===== config.mk =====
export PLATFORM = sky130hd
export DESIGN_NAME = booth_mul_arbiter
export DESIGN_NICKNAME = d
export VERILOG_FILES = /design/src/rtl/booth_pkg.sv /design/src/rtl/rr_grant.sv /design/src/rtl/booth_mul_arbiter.sv
export SDC_FILE = /design/constraint.sdc
export NUM_CORES = 1
export LEC_CHECK = 0
export BUFFER_PORTS_ARGS = -buffer_cell sky130_fd_sc_hd__buf_2
export CORE_MARGIN = 2
export CORE_UTILIZATION = 30
export DETAILED_ROUTE_END_ITERATION = 10
export PLACE_DENSITY = 0.6
export SLEW_MARGIN = 30
export SYNTH_ARGS = -nofsm -noshare
export SYNTH_HDL_FRONTEND = slang
export SYNTH_HIERARCHICAL = 1
export SYNTH_SLANG_ARGS = --single-unit

===== constraint.sdc =====
create_clock -name axis_clk -period 4.6 [get_ports axis_clk]
set_input_delay 0.23 -clock axis_clk [delete_from_list [all_inputs] [get_ports axis_clk]]
set_output_delay 0.23 -clock axis_clk [all_outputs]
set_load 0.1 [all_outputs]

===== src/rtl/booth_pkg.sv =====
// Shared types and defaults for the Booth multiplier arbiter slice.
package booth_pkg;

  typedef enum logic [1:0] {
    IDLE  = 2'd0,
    START = 2'd1,
    WAIT  = 2'd2,
    RESP  = 2'd3
  } state_t;

  localparam int DEF_NREQ        = 4;
  localparam int DEF_DIN0_W      = 16;
  localparam int DEF_DIN1_W      = 16;
  localparam int DEF_DOUT_W      = 32;
  localparam int DEF_TIMEOUT_CYC = 64;

  // Index width for a requester pointer; keeps a 1-bit pointer when NREQ=1.
  function automatic int ptr_w(input int n);
    return (n > 1) ? $clog2(n) : 1;
  endfunction

endpackage


===== src/rtl/rr_grant.sv =====
// Combinational round-robin grant: first requester at or after rr_ptr, wrapping.
module rr_grant
  import booth_pkg::*;
#(
  parameter int NREQ  = DEF_NREQ,
  parameter int PTR_W = ptr_w(DEF_NREQ)
) (
  input  logic [NREQ-1:0]  req,
  input  logic [PTR_W-1:0] rr_ptr,
  output logic [NREQ-1:0]  grant,
  output logic [PTR_W-1:0] grant_idx,
  output logic             grant_any
);

  logic [2*NREQ-1:0] dbl;

  // Doubling the request vector turns the wrap-around search into a plain
  // priority encode over bits at or above rr_ptr.
  always_comb begin
    // NOTE: every output gets a default before the search so no latch is inferred.
    dbl       = {req, req};
    grant     = '0;
    grant_idx = '0;
    grant_any = 1'b0;
    for (int k = 0; k < 2 * NREQ; k++) begin
      if (!grant_any && (k >= int'(rr_ptr)) && dbl[k]) begin
        grant_any = 1'b1;
        grant_idx = PTR_W'(k % NREQ);
      end
    end
    if (grant_any) grant[grant_idx] = 1'b1;
  end

endmodule


===== src/rtl/booth_mul_arbiter.sv =====
// Round-robin arbiter sharing one sequential Booth multiplier among NREQ requesters.
module booth_mul_arbiter
  import booth_pkg::*;
#(
  parameter int NREQ        = DEF_NREQ,
  parameter int DIN0_W      = DEF_DIN0_W,
  parameter int DIN1_W      = DEF_DIN1_W,
  parameter int DOUT_W      = DEF_DOUT_W,
  parameter int TIMEOUT_CYC = DEF_TIMEOUT_CYC
) (
  input  logic                     axis_clk,
  input  logic                     axis_rst,
  input  logic [NREQ-1:0]          req_valid,
  output logic [NREQ-1:0]          req_ready,
  input  logic [NREQ*DIN0_W-1:0]   req_din0,
  input  logic [NREQ*DIN1_W-1:0]   req_din1,
  output logic [NREQ-1:0]          rsp_valid,
  input  logic [NREQ-1:0]          rsp_ready,
  output logic [DOUT_W-1:0]        rsp_dout,
  output logic                     rsp_err,
  output logic [DIN0_W-1:0]        mul_din0,
  output logic [DIN1_W-1:0]        mul_din1,
  output logic                     mul_start,
  input  logic                     mul_done,
  input  logic [DOUT_W-1:0]        mul_dout,
  output logic                     busy,
  output logic                     err_timeout
);

  localparam int PTR_W = ptr_w(NREQ);
  localparam int CNT_W = $clog2(TIMEOUT_CYC + 1);

  state_t           state, next_state;
  logic [PTR_W-1:0] rr_ptr;
  logic [PTR_W-1:0] g;
  logic [PTR_W-1:0] gnt_idx;
  logic [NREQ-1:0]  gnt;
  logic             gnt_any;
  logic [CNT_W-1:0] counter;
  logic             req_fire;
  logic             rsp_fire;
  logic             timeout_hit;

  rr_grant #(
    .NREQ  (NREQ),
    .PTR_W (PTR_W)
  ) u_rr_grant (
    .req       (req_valid),
    .rr_ptr    (rr_ptr),
    .grant     (gnt),
    .grant_idx (gnt_idx),
    .grant_any (gnt_any)
  );

  assign req_fire    = (state == IDLE) && gnt_any;
  assign rsp_fire    = (state == RESP) && rsp_ready[g];
  assign timeout_hit = (counter == CNT_W'(TIMEOUT_CYC));

  // Handshake strobes decode straight from state so an async reset drops them at once.
  always_comb begin
    req_ready = (state == IDLE) ? gnt : '0;
    rsp_valid = '0;
    if (state == RESP) rsp_valid[g] = 1'b1;
    mul_start = (state == START);
    busy      = (state != IDLE);
  end

  always_comb begin
    next_state = state;
    case (state)
      IDLE:    if (req_fire) next_state = START;
      START:   next_state = WAIT;
      WAIT:    if (mul_done || timeout_hit) next_state = RESP;
      RESP:    if (rsp_fire) next_state = IDLE;
      default: next_state = IDLE;
    endcase
  end

  always_ff @(posedge axis_clk or posedge axis_rst) begin
    // NOTE: registers are updated with <= so every flop samples pre-edge values.
    if (axis_rst) state <= IDLE;
    else          state <= next_state;
  end

  always_ff @(posedge axis_clk or posedge axis_rst) begin
    if (axis_rst) begin
      mul_din0    <= '0;
      mul_din1    <= '0;
      g           <= '0;
      rr_ptr      <= '0;
      counter     <= '0;
      rsp_dout    <= '0;
      rsp_err     <= 1'b0;
      err_timeout <= 1'b0;
    end else begin
      case (state)
        IDLE: begin
          if (req_fire) begin
            mul_din0 <= req_din0[gnt_idx*DIN0_W +: DIN0_W];
            mul_din1 <= req_din1[gnt_idx*DIN1_W +: DIN1_W];
            g        <= gnt_idx;
          end
        end
        START: counter <= '0;
        WAIT: begin
          counter <= counter + CNT_W'(1);
          // A real done in the same cycle as the watchdog expiry wins.
          if (mul_done) begin
            rsp_dout <= mul_dout;
            rsp_err  <= 1'b0;
          end else if (timeout_hit) begin
            rsp_dout    <= '0;
            rsp_err     <= 1'b1;
            err_timeout <= 1'b1;
          end
        end
        RESP: begin
          if (rsp_fire) rr_ptr <= (g == PTR_W'(NREQ - 1)) ? '0 : g + PTR_W'(1);
        end
        default: ;
      endcase
    end
  end

endmodule


[Yosys cells after proc, flatten, opt, wreduce, memory -nomap -nowiden]
Cells that the tools add are included.
Storage, ports and cells
  register bits after elaboration: 79
  input port bits: 171
  output and inout port bits: 76
  word-level logic and storage cells: 94
Operators by class
  add/subtract/negate cells: 2
  $lt $le $gt $ge: 7
  equal/unequal tests: 8
  shifts and indexed selects: 2
  mux-type cells: 34
  bitwise operators: 1
  reductions and logical operators: 31
Operators by type and width (count)
  variable part select 64 x 7 -> 16 bit: 2
  2-to-1 mux 32 bit: 2
  2-to-1 mux 2 bit: 10
  logical AND 1 bit: 14
  2-to-1 mux 1 bit: 14
  one-hot mux 7 bit (2 select lines): 1
  2-to-1 mux 4 bit: 3
  one-hot mux 2 bit (4 select lines): 1
  adder 7 x 1 -> 7 bit (second input constant): 1
  == test 7 bit (second input constant): 1
  zero test 1 bit: 7
  == test 2 bit (second input constant): 3
  less-than comparator 2 x 3 -> 1 bit (second input constant): 2
  != test 2 bit (second input constant): 3
  AND reduction 2 bit: 3
  AND reduction 3 bit: 2
  nonzero test 2 bit: 3
  demux 1 bit (select 2 bit): 2
  >= comparator 1 x 2 -> 1 bit (first input constant): 2
  >= comparator 2 x 1 -> 1 bit (second input constant): 2
  adder 2 x 1 -> 2 bit (second input constant): 1
  binary-select mux 1 bit (select 2 bit): 1
  == test 2 x 1 -> 1 bit (second input constant): 1
  >= comparator 2 bit (first input constant): 1
  other kinds (3): 3

[Logic depth before layout (Yosys ltp)]
  word-level depth: 32
  gate-level depth with buffers: 8
  mapped depth without buffers: 6

[Hierarchy]
Netlist, hierarchy kept.
Modules (own cells, without submodules)
  booth_mul_arbiter: times used 1, cells each 274, area each 4058.9 um^2, seq. area each 1976.9 um^2
  rr_grant: times used 1, cells each 32, area each 201.4 um^2, seq. area each 0.0 um^2

[Worst setup path before layout]
No wires, ideal clock.
  path type: register to register
  start point: register state[0]
  end point: register state[1]
  library setup time: 0.128 ns
  data arrival time: 2.171 ns
  data required time: 4.472 ns
  slack: 2.302 ns
  stages on the path, launching flop included: 7
  buffers on the path: 0
  clock period less this slack: 2.298 ns
  cell sequence: dfrtp_1 -> inv_1 -> ha_1 -> inv_1 -> nor2_1 -> a2111oi_4 -> mux2_1
On the way
  longest elaborated chain between the ends: 4
  elaborated cells on any way between the ends: 11
  those cells by class: eq/ne: 6; mux: 1; reduce/logical: 4
Ends and longest elaborated chain
  from (decl): line booth_mul_arbiter.sv:33  | state_t state, next_state;
  from (signal assigned): line booth_mul_arbiter.sv:82  | else state <= next_state;
  == test 2 bit / zero test 2 bit (equally long branches): line booth_mul_arbiter.sv:56, booth_mul_arbiter.sv:70, booth_mul_arbiter.sv:55
  logical AND 1 bit, on equally long branches: line booth_mul_arbiter.sv:56, booth_mul_arbiter.sv:55
  != test 2 bit (no line)
  AND reduction 3 bit (no line)
Parallel ways exist; a longest one is shown, timed or not.
A chain may end at the register's enable or synchronous reset.

[Final worst setup path]
  start point: register rr_ptr[1]
  end point: register mul_din1[10]
On the way
  elaborated cells on any way between the ends: 38
  those cells by class: order compare: 3; shift: 1; mux: 15; reduce/logical: 19
RTL lines
  from (decl): line booth_mul_arbiter.sv:34  | logic [PTR_W-1:0] rr_ptr;
  from (signal assigned): line booth_mul_arbiter.sv:118  | if (rsp_fire) rr_ptr <= (g == PTR_W'(NREQ - 1)) ? '0 : g + PTR_W'(1);
  >= comparator 1 x 2 -> 1 bit: line rr_grant.sv:26  | if (!grant_any && (k >= int'(rr_ptr)) && dbl[k]) begin
  logical AND 1 bit: line rr_grant.sv:26
  2-to-1 mux 1 bit: line rr_grant.sv:26
  zero test 1 bit: line rr_grant.sv:26
  logical AND 1 bit (2 in a row): line rr_grant.sv:26
  2-to-1 mux 1 bit: line rr_grant.sv:26
  zero test 1 bit: line rr_grant.sv:26
  logical AND 1 bit (2 in a row): line rr_grant.sv:26
  [... 10 more ...]
  zero test 1 bit: line rr_grant.sv:26
  logical AND 1 bit: line rr_grant.sv:26
  2-to-1 mux 1 bit: line rr_grant.sv:26
  zero test 1 bit: line rr_grant.sv:26
  logical AND 1 bit: line rr_grant.sv:26
  2-to-1 mux 2 bit (*): line rr_grant.sv:26
  via gnt_idx[0]: line booth_mul_arbiter.sv:36  | logic [PTR_W-1:0] gnt_idx;
  variable part select 64 x 7 -> 16 bit (*): line booth_mul_arbiter.sv:100  | mul_din1 <= req_din1[gnt_idx*DIN1_W +: DIN1_W];
  to (signal assigned): line booth_mul_arbiter.sv:100
  to (decl): line booth_mul_arbiter.sv:22  | output logic [DIN1_W-1:0] mul_din1,
Mark *: on every way through the listed nets, which the timed path passes. The rest lies on a longest branch.

==> results_dict.tcl <==
set metrics [dict create \
    status "complete, no violations" \
    htree_num_levels 3 \
    post-cts-setup-buffers 0 \
    synthesis.area_um2 4260 \
    post_synth_num_cell_types 41 \
    critical-path-slowest-cell "sky130_fd_sc_hd__mux4_2" \
    core_area_um2 13900 \
    synth-simple-area-share_pct 5.73 \
    synth_compound_gate_area_share_pct 12.3 \
    max_slew_margin_pct 45.1 \
    design_area_um2 5900 \
    cp_slowest_stage_delay_ns 0.59 \
    crit_arrival_ns 2.96 \
    regToRegEndpoint "mul_din1[10]$_DFFE_PP0P_" \
    criticalPathCategory "reg -> reg" \
    cts.path.max_buffers 2 \
    cts.reportedPaths.clkPinSlew_ns 0.06 \
    vias_per_cell 4.81 \
    layout_min_cycle_time_ns 2.74 \
    syn-num-nets 487 \
    floorplan.io_pins 247 \
    syn-instance-count 306 \
    tightestPinTransition_ns 0.820 \
    setup-tns-final_ns 0 \
    clock_insertion_delay_worst_skew_ns 0.34 \
    num_rows 43 \
    cts.sinks 79 \
    area_growth_pct 38.4 \
    crit_required_ns 4.82 \
    grtUsageTotal_pct 14.4 \
    grt_antenna_before_repair 1 \
    reg2reg_setup_slack_ns 1.86 \
    pin_count_of_the_biggest_net_entering_global_routing 80 \
    timing.rr.start "rr_ptr[1]$_DFFE_PP0P_" \
    setup.worst_path.end "mul_din1[10]$_DFFE_PP0P_" \
    pins_over_their_slew_limit 0 \
    instance_area_after_placement_um2 5620 \
    gpl.final_weighted_congestion 0.749 \
    mostFrequentLayoutCell "sky130_fd_sc_hd__buf_2" \
    critPathLaunchType "flip-flop" \
    global_route.overflow_total 0 \
    cts_hold_buffers 0 \
    timing_hold_violations_final 0 \
    reg2reg_depth 6 \
    cts_repair_resized_insts 0 \
    drt_iter0_drc 125 \
    setup.worst_path.start "rr_ptr[1]$_DFFE_PP0P_" \
    numPortBuffers 246 \
    yosys.area_share.adder_pct 2.94 \
    path_max_fanout 33 \
    post_route_cells_drive_above_1_share_pct 62.9 \
    drt_first_pass_iters 4 \
    hold_crit_path_type "in -> async" \
    report.final.setup_viol 0 \
    setup_repair_after_global_routing_missed_its_margin "false" \
    wl_per_cell_um 15.7 \
    routed_wirelength_mm 11.4 \
    ctsRootBufferMaster "sky130_fd_sc_hd__clkbuf_16" \
    sequential_cell_area_um2 1980 \
    routed-via-count 3499 \
    maxCapViolations 0 \
    first_global_vias 3491 \
    chipWidth_um 123 \
    fillCellCount 1322 \
    area_of_combinational_cells_with_multiple_inputs_um2 2100 \
    avgSynthCellArea_um2 13.9 \
    tritoncts "done" \
    design.final.nets 724 \
    design.die.area_um2 15200 \
    grt_pass1_wl_mm 16.9 \
    max_freq_ghz 0.365 \
    final.period_utilization_pct 59.5 \
    total_of_warnings_raised_by_yosys 6 \
    fin_skew_ns 0.0111 \
    cp_cell_sequence "mux2i_1 -> nor2_1 -> a311oi_4 -> buf_4 -> mux4_2 -> mux2_2" \
    worst_setup_path_end_kind "flip-flop" \
    main_combinational_cell_family_by_area_after_synthesis "multiplexers" \
    hpwlAfterDp_mm 8.71 \
    initial_utilization_pct 30.7 \
    post_synth_mux_area_share_pct 27.5 \
    dieHeight_um 123 \
    synth-xor-area-share_pct 0.206 \
    most-common-layout-cells "sky130_fd_sc_hd__buf_2, sky130_fd_sc_hd__dfrtp_1, sky130_fd_sc_hd__mux2_2, sky130_fd_sc_hd__a22o_1, sky130_fd_sc_hd__mux4_2" \
    synth_sequential_area_ratio_pct 46.4 \
    detail_route.drc_violations 0 \
    cts_inserted_buffers 9 \
    postRouteAntennaNets 0 \
    synth.ff_latch_count 79 \
]
worst max-delay path: cells and delay by family (launching register included):
kind | cells | cell delay, ns
AO/OA/AOI/OAI | 1 | 0.26
multiplexers | 3 | 1.12
AND/OR/NAND/NOR | 1 | 0.09
flip-flops | 1 | 0.58
buffers and inverters | 1 | 0.57
logic make-up after synthesis:
logic type,after synthesis
DFF,79
muxes,72
xor gates and xnor gates,1
and+or+nand+nor,42
adders and majority gates,10
buffers and inverters,37
AOI/OAI and AO/OA,65
worst min path at each step:
stage,to,slack [ns],cells after the start
2_1_floorplan,rsp_dout[5]$_DFFE_PP0P_,0.37,1
3_3_place_gp,err_timeout$_DFFE_PP0P_,0.44,1
3_5_place_dp,err_timeout$_DFFE_PP0P_,0.45,1
4_1_cts,counter[3]$_DFFE_PP0P_,0.1,3
5_1_grt,rsp_dout[0]$_DFFE_PP0P_,0.1,2
6_report,mul_din0[10]$_DFFE_PP0P_,0.06,3
layout make-up:
| cell class | count | area share (%) |
|---|---|---|
| Clock inverter | 4 | 0.467 |
| Multi-Input combinational cell | 190 | 35.6 |
| Tap cell | 180 | 3.82 |
| Clock buffer | 11 | 4.29 |
| Antenna cell | 1 | 0.0424 |
| Timing Repair Buffer | 250 | 21.4 |
| Sequential cell | 79 | 33.5 |
| Inverter | 13 | 0.849 |
cells in the mapped netlist (all sizes together):
library cell | instances | share of area (%)
nor3b | 1 | 0.18
a22o | 33 | 6.8
nand3 | 4 | 0.47
nor3 | 1 | 0.23
xor2 | 1 | 0.21
nand2 | 6 | 0.53
o21ai | 10 | 1.3
mux2i | 1 | 0.23
a21boi | 1 | 0.18
nor2b | 1 | 0.15
clkbuf | 8 | 0.76
a2111oi | 1 | 0.65
nand4 | 2 | 0.29
o22ai | 2 | 0.44
mux2 | 39 | 10
o211ai | 1 | 0.18
o32a | 1 | 0.23
nand2b | 3 | 0.44
inv | 13 | 1.1
and2b | 2 | 0.38
dfrtp | 79 | 46
o21bai | 1 | 0.18
o2bb2a | 1 | 0.23
or3 | 2 | 0.29
a21o | 1 | 0.18
mux4 | 32 | 17
nor4 | 1 | 0.50
buf | 16 | 3.1
and2 | 10 | 1.5
a21oi | 9 | 1.1
nor2 | 9 | 0.79
o2bb2ai | 1 | 0.21
a311oi | 1 | 0.21
o221a | 2 | 0.53
ha | 10 | 2.9
layer usage:
| layer | part of all wire [%] | vias to the layer above | global-route usage (%) |
|---|---|---|---|
| li1 | - | 1641 | - |
| met1 | 40 | 1673 | 16.7 |
| met2 | 49 | 177 | 24.7 |
| met3 | 9.6 | 8 | 5.81 |
| met4 | 1.3 | 0 | 4.05 |
| met5 | 0 | - | 0 |
registers in the layout, indices dropped and copies added (netlist names):
| register | flops |
|---|---|
| mul_din1 | 16 |
| err_timeout | 1 |
| rsp_err | 1 |
| rr_ptr | 2 |
| g | 2 |
| state | 2 |
| counter | 7 |
| mul_din0 | 16 |
| rsp_dout | 32 |
through the flow:
step / hold slack (ns) / utilization, % / setup slack [ns] / cells
floorplan: 0.370 / - / 2.30 / 306
CTS: 0.0975 / 42.5 / 1.82 / 727
finish: 0.0620 / 42.5 / 1.86 / 728
detailed placement: 0.448 / 40.5 / 1.83 / 712
global placement: 0.436 / 40.4 / 1.92 / 712
global route: 0.0972 / 42.5 / 1.68 / 728
Power is not shown: default switching activity piles up to over one toggle a cycle in this logic, so the estimate is an artifact.
